===== src/rtl/qosc_monitor.sv =====
// Quadrature oscillator monitor: pipelined power check plus quadrant-based
// rotation tracking that locks onto a steady rotation and measures its period.
module qosc_monitor #(
    parameter int W     = 16,
    parameter int CNT_W = 16
) (
    input  logic             clk,
    input  logic             rst,
    input  logic             in_valid,
    input  logic [W-1:0]     in_re,
    input  logic [W-1:0]     in_im,
    input  logic [2*W-1:0]   power_lo,
    input  logic [2*W-1:0]   power_hi,
    output logic [2*W-1:0]   power,
    output logic             power_valid,
    output logic             power_ok,
    output logic [CNT_W-1:0] period,
    output logic             period_valid,
    output logic             dir,
    output logic             locked,
    output logic             err
);

    typedef enum logic [1:0] {IDLE, SEARCH, ACQUIRE, LOCKED} state_t;

    // ---------------- power pipeline ----------------
    logic signed [2*W-1:0] re_x, im_x;
    logic [2*W-1:0]        sq_re_d, sq_im_d, power_d;
    logic [2*W-1:0]        sq_re_q, sq_im_q, power_q;
    logic                  v1_q, pow_v_q, pow_ok_q;

    always_comb begin
        re_x    = {{W{in_re[W-1]}}, in_re};
        im_x    = {{W{in_im[W-1]}}, in_im};
        sq_re_d = $unsigned(re_x * re_x);
        sq_im_d = $unsigned(im_x * im_x);
        power_d = sq_re_q + sq_im_q;
    end

    always_ff @(posedge clk) begin
        if (rst) begin
            sq_re_q  <= '0;
            sq_im_q  <= '0;
            v1_q     <= 1'b0;
            power_q  <= '0;
            pow_v_q  <= 1'b0;
            pow_ok_q <= 1'b0;
        end else begin
            v1_q    <= in_valid;
            pow_v_q <= v1_q;
            if (in_valid) begin
                sq_re_q <= sq_re_d;
                sq_im_q <= sq_im_d;
            end
            if (v1_q) begin
                power_q  <= power_d;
                pow_ok_q <= (power_d >= power_lo) && (power_d <= power_hi);
            end
        end
    end

    // ---------------- rotation tracker ----------------
    state_t           state_q, state_d;
    logic [CNT_W-1:0] cnt_q, cnt_d, period_q, period_d;
    logic [1:0]       qprev_q, qprev_d, q_in, delta;
    logic             dir_q, dir_d, locked_q, locked_d;
    logic             err_q, err_d, pvalid_q, pvalid_d;
    logic             ccw, cw, skip, bad, rev;

    always_comb begin
        // Q0..Q3 encoded so that a CCW step increments the code mod 4
        q_in  = {in_im[W-1], in_re[W-1] ^ in_im[W-1]};
        delta = q_in - qprev_q;
        ccw   = (delta == 2'd1);
        cw    = (delta == 2'd3);
        skip  = (delta == 2'd2);
        bad   = skip || (dir_q ? cw : ccw);
        rev   = (q_in == 2'd0) && (dir_q ? (qprev_q == 2'd3) : (qprev_q == 2'd1));
    end

    always_comb begin
        state_d  = state_q;
        cnt_d    = cnt_q;
        qprev_d  = qprev_q;
        period_d = period_q;
        dir_d    = dir_q;
        err_d    = 1'b0;
        pvalid_d = 1'b0;
        if (in_valid) begin
            qprev_d = q_in;
            case (state_q)
                IDLE: state_d = SEARCH;
                SEARCH: begin
                    if (skip) begin
                        err_d = 1'b1;
                    end else if (ccw || cw) begin
                        dir_d   = ccw;
                        state_d = ACQUIRE;
                    end
                end
                ACQUIRE, LOCKED: begin
                    if (bad) begin
                        err_d   = 1'b1;
                        cnt_d   = '0;
                        state_d = SEARCH;
                    end else if (rev) begin
                        if (state_q == LOCKED) begin
                            period_d = cnt_q + CNT_W'(1);
                            pvalid_d = 1'b1;
                        end
                        cnt_d   = '0;
                        state_d = LOCKED;
                    end else if (state_q == LOCKED) begin
                        // saturated counter is a timeout rather than a wrap
                        if (cnt_q == '1) begin
                            err_d   = 1'b1;
                            cnt_d   = '0;
                            state_d = SEARCH;
                        end else begin
                            cnt_d = cnt_q + CNT_W'(1);
                        end
                    end
                end
                default: state_d = IDLE;
            endcase
        end
        locked_d = (state_d == LOCKED);
    end

    always_ff @(posedge clk) begin
        if (rst) begin
            state_q  <= IDLE;
            cnt_q    <= '0;
            qprev_q  <= '0;
            period_q <= '0;
            dir_q    <= 1'b0;
            locked_q <= 1'b0;
            err_q    <= 1'b0;
            pvalid_q <= 1'b0;
        end else begin
            state_q  <= state_d;
            cnt_q    <= cnt_d;
            qprev_q  <= qprev_d;
            period_q <= period_d;
            dir_q    <= dir_d;
            locked_q <= locked_d;
            err_q    <= err_d;
            pvalid_q <= pvalid_d;
        end
    end

    assign power        = power_q;
    assign power_valid  = pow_v_q;
    assign power_ok     = pow_ok_q;
    assign period       = period_q;
    assign period_valid = pvalid_q;
    assign dir          = dir_q;
    assign locked       = locked_q;
    assign err          = err_q;

endmodule


===== config.mk =====
export PLATFORM = sky130hd
export DESIGN_NAME = qosc_monitor
export DESIGN_NICKNAME = d
export VERILOG_FILES = /design/src/rtl/qosc_monitor.sv
export SDC_FILE = /design/constraint.sdc
export NUM_CORES = 2
export LEC_CHECK = 0
export ABC_AREA = 1
export CELL_PAD_IN_SITES_DETAIL_PLACEMENT = 0
export CELL_PAD_IN_SITES_GLOBAL_PLACEMENT = 1
export CORE_MARGIN = 2
export CORE_UTILIZATION = 42
export CTS_BUF_LIST = sky130_fd_sc_hd__clkbuf_16
export CTS_CLUSTER_DIAMETER = 40
export DETAILED_ROUTE_END_ITERATION = 12
export HOLD_SLACK_MARGIN = 0.1
export PLACE_DENSITY = 0.8
export SLEW_MARGIN = 20
export SYNTH_ARGS = -nofsm -noshare
export SYNTH_HDL_FRONTEND = slang
export SYNTH_SLANG_ARGS = --single-unit

===== constraint.sdc =====
create_clock -name clk -period 6.1 [get_ports clk]
set_clock_uncertainty 0.05 [all_clocks]
set_input_delay 0.915 -clock clk [delete_from_list [all_inputs] [get_ports clk]]
set_output_delay 0.915 -clock clk [all_outputs]
set_load 0.03 [all_outputs]

### After elaboration in Yosys (flattened, before gate mapping)

Index checks and enable logic that the tools add are counted.

* magnitude comparators: 2
* equality and inequality tests: 10
* multiplexer cells: 21
* multipliers: 2
* $add $sub $neg: 3
* bitwise gates (word level): 6
* reductions and logical operators: 13

Operators with widths (count)
* 16-bit by 16-bit multiplier with 32-bit output: 2
* 16-bit 2-to-1 mux: 4
* 32-bit adder: 1
* 32-bit >= comparator: 1
* 32-bit <= comparator: 1
* 16-bit by 1-bit adder with 16-bit output, second input constant: 1
* 16-bit equality test, second input constant: 1
* 2-bit 2-to-1 mux: 7
* 2-bit equality test, second input constant: 6
* 1-bit 2-to-1 mux: 8
* 2-bit by 1-bit equality test with 1-bit output, second input constant: 3
* 2-bit one-hot mux with 3 select lines: 1
* 1-bit inverter: 5
* 5-bit AND reduction: 1
* 5-bit OR reduction: 1
* 2-bit zero test: 2
* 4-bit AND reduction: 1
* 2-bit OR reduction: 2
* 3-bit AND reduction: 1
* 3-bit nonzero test: 1
* 1-bit logical AND: 2
* 1-bit logical OR: 2
* 1-bit one-hot mux with 2 select lines: 1
* 2-bit subtractor: 1
* 1-bit bitwise XOR: 1

* word-level logic and storage cells: 71
* input port bits: 99
* output and inout bits: 54
* register bits: 139

### Logic depth before layout (Yosys ltp)

* depth in word-level cells: 9
* mapped depth: 29
* gate-level depth less buffers: 27

### Least setup slack after synthesis

No wires, ideal clock.

* path kind: input to register
* start: input port in_im[1]
* end: register sq_im_q[30]
* path buffers: 2
* stages on the path: 22
* required time: 5.933 ns
* path slack: -0.210 ns
* library setup time: 0.117 ns
* data arrival time: 6.143 ns
* cell sequence: clkbuf_1 buf_1 nand2_1 inv_1 fa_1 fa_1 fa_1 fa_1 inv_1 fa_1 inv_1 fa_1 ha_1 inv_1 nor3_1 nand2_1 nor3_1 nand2_1 nand3_1 nand2_1 nor2_1 nor2_1

* longest elaborated chain between the ends: 1

Ends and longest elaborated chain
* start: declaration: RTL line 11 `input logic [W-1:0] in_im,`
* 16-bit by 16-bit multiplier with 32-bit output: RTL line 36 `sq_im_d = $unsigned(im_x * im_x);`
* end signal: assignment: RTL line 53 `sq_im_q <= sq_im_d;`
* end: declaration: RTL line 29 `logic [2*W-1:0] sq_re_q, sq_im_q, power_q;`

No other way between the ends.
A chain may end at the register's enable or synchronous reset.

### Worst setup path after layout

* start: input port in_im[15]
* end: register sq_im_q[26]

Same word-level chain as after synthesis.

==> key figures <==
Yosys
  – Syn_area_per_cell: 7.256 um^2
  – Ys flop type: dfxtp_1
  – Netlist cell types: 39
  – Post-Synth XOR/XNOR Area: 0.02470
  – Synthesized area: 0.02837 mm^2
  – Largest family of logic cells by synthesized area: adder cells
  – Synthesized-area fraction occupied by adder cells: 0.4534
  – Mux contribution to synthesized area: 0
  – Async S/R FF share, synth: 0
  – Simple logic cell fraction of the synthesized area: 0.2031
  – FF+latch count, synth: 137
  – Synth area leaders: fa_1 (33%), inv_1 (14%), ha_1 (12%)
  – Synthesis Warnings: 0
  – Syn Nets: 4,755
  – Count of flip-flops with a built-in enable after synthesis: 0
  – Register area share after synthesis: 0.09667
  – Gate Count Post-Synth: 3,910
  – Post-synthesis compound-gate area fraction: 0.06417
  – Yosys top cell area share: 0.3317
  – Leading area contributor after synthesis: fa_1

STA
  – Period utilisation layout: 0.9807
  – Unrepaired setup endpoints after global routing: yes
  – Hold Fails Final Rpt: 0
  – Worst-Margin Slew: 926.2 ps
  – Post-layout minimum cycle time: 5982 ps
  – Rel. slew slack: 0.3825
  – Setup ws final: 118.0 ps
  – Setup violators final: 0
  – Slew Limit Fails: 0
  – Achievable Freq: 167.2 MHz

Layout
  – Most frequent cells in the layout: inv_1 (1,049), nand2_1 (780), fa_1 (442)
  – Area Growth Syn to Fin: 26.59%
  – Non-filler cells, final: 5,276
  – Final Cell Area: 0.03591 mm^2
  – Share of cells above drive strength 1: 0.1653
  – Nets@finish: 5,235
  – Post-layout util: 0.5357
  – Diodes inserted: 0
  – Commonest non-fill, non-tap cell in the layout: inv_1

Clock tree
  – CTS Root Cell: clkbuf_16
  – Worst-Skew Late Latency: 440 ps
  – Worst-path clk slew: 70 ps
  – Cts hold-fix bufs: 0
  – Num CTS Buffers: 17
  – Clock Sinks: 137
  – CTS tree: yes
  – Clock Path Buffers: 2
  – H-tree depth: 4

Place
  – DP Area: 0.03358 mm^2
  – # placed instances: 5,203
  – Placer congestion estimate: 0.9050
  – Port bufs: 152
  – DPL Wire Length: 63.24 mm
  – Placement Setup Slack: -719.3 ps

Floorplanning
  – Die Ht: 263.9 um
  – Starting Density: 0.4232
  – Total die area: 0.06964 mm^2
  – Horiz. Die Dim: 263.9 um
  – Core area: 0.06704 mm^2
  – Rows: 95
  – Top Ports: 153

Setup path
  – Setup CP Type: in2reg
  – CP max stage delay: 580 ps
  – CP Data Arrival Time: 6260 ps
  – Worst-path fanout max: 6
  – Worst path required time: 6380 ps
  – Setup crit end kind: flip-flop
  – Most frequent CP cell: fa_1
  – Register-to-register setup slack: 2700 ps
  – CP startpoint kind: input port
  – Slowest cell on crit path: fa_1
  – Critical path cell sequence: dlymetal6s2s_1 > buf_12 > buf_6 > nand2_1 > inv_2 > fa_1 > buf_6 > fa_2 > buf_12 > fa_1 > fa_1 > fa_1 > fa_1 > ha_4 > a21oi_1 > o21ai_0 > a21oi_1 > nand3_1 > nand2_1 > nand3_1 > nand2_1 > inv_1

GRT
  – Total GRT Usage: 0.2166
  – Total gr overflow: 0
  – First-pass GRT wire length: 124.3 mm
  – Largest net degree at the start of global routing: 89
  – Vias in the first global route: 25,600
  – Initial antenna violation count: 0

Worst hold path
  – Worst hold path type: reg2reg

Routing
  – Total number of vias: 24,649
  – Drt via density: 4.672
  – DRC errors left: 0
  – Wire length on met2: 35.50 mm
  – Drt first pass iters: 6
  – Max Used Layer: met4
  – Antenna-violating nets left: 0
  – Total Wirelength: 74.35 mm
  – 1st-iter DRT viols: 1,330
  – M1 wire length: 35.58 mm
  – DR WL/cell: 14.09 um
  – Met3 wire length: 2.143 mm

Job
  – Max cap viols: 0

Outcome
  – Status: finished clean
-- sequential cells by signal, indices dropped and copies added, names as in the netlist, 2 cells and up --
| signal | cells |
|---|---|
| sq_re_q | 31 |
| sq_im_q | 31 |
| state_q | 2 |
| cnt_q | 16 |
| period | 16 |
| qprev_q | 2 |
| power | 32 |
-- path summary, 6_finish.rpt --
path / start / endpoint / cells past startpoint
setup / recovery: in_im[15] / sq_im_q[26]$_SDFFE_PP0P_ / 22
hold / removal: period[13]$_SDFFE_PP0P_ / period[13]$_SDFFE_PP0P_ / 2
setup reg to reg: sq_im_q[4]$_SDFFE_PP0P_ / power_ok$_SDFFE_PP0P_ / 20
hold reg to reg: period[13]$_SDFFE_PP0P_ / period[13]$_SDFFE_PP0P_ / 2
-- synthesized netlist by cell type, types with 6 or more instances --
master,n
fa_1,470
ha_1,276
a21oi_1,165
xor2_1,64
nand2_1,835
clkbuf_1,94
nand4_1,47
o21bai_1,24
dfxtp_1,137
nor2_1,330
o21a_1,6
inv_1,1078
nor3_1,29
o21ai_0,114
buf_1,7
xnor2_1,16
or2_2,6
nand3_1,158
-- metal layers --
metal | vias up | global-route usage
met5 | - | 0
met4 | 0 | 0.03609
met3 | 59 | 0.01519
met2 | 359 | 0.3755
met1 | 11707 | 0.3013
li1 | 12524 | -
-- final cells by class --
| class | instances | area (um^2) |
|---|---|---|
| fillers | 6473 | 31130 |
| multi-input cells | 2584 | 22380 |
| repair buffers | 567 | 5055 |
| inverters | 1083 | 4071 |
| flip-flops and latches | 137 | 2744 |
| well taps | 873 | 1092 |
| clock buffers | 17 | 425.4 |
| clock inverters | 15 | 148.9 |
-- kinds of logic (layout without fill, tap and decap cells) --
logic type,after synthesis,in the layout
xor+xnor,80,80
fa+ha+maj,746,746
flops,137,137
buf+inv,1189,1682
compound gates,337,337
simple gates,1421,1421
-- metrics by stage --
stage	TNS, ps	hold WS (ps)
final	0	414.9
after floorplan	-12.09	403.1
after CTS	-64.62	419.1
after global placement	-21380	407.9
after detailed placement	-23280	408.9
after global routing	-245.1	445.7
-- critical path, delay by kind of cell --
| family | cells | cell delay (ps) |
|---|---|---|
| adders and majority gates | 7 | 3420 |
| buffers and inverters | 7 | 830 |
| AOI/OAI and AO/OA | 3 | 660 |
| and+or+nand+nor | 5 | 410 |
-- what timing repair did --
| item | 4_1_cts | 5_1_grt |
|---|---|---|
| pin swaps | 8 | 124 |
| gates resized for setup | 41 | 321 |
| setup endpoints to repair | 36 | 43 |
| gates cloned | 1 | 4 |
| buffers inserted | 4 | 32 |
Power is not shown: default switching activity piles up to over one toggle a cycle in this logic, so the estimate is an artifact.
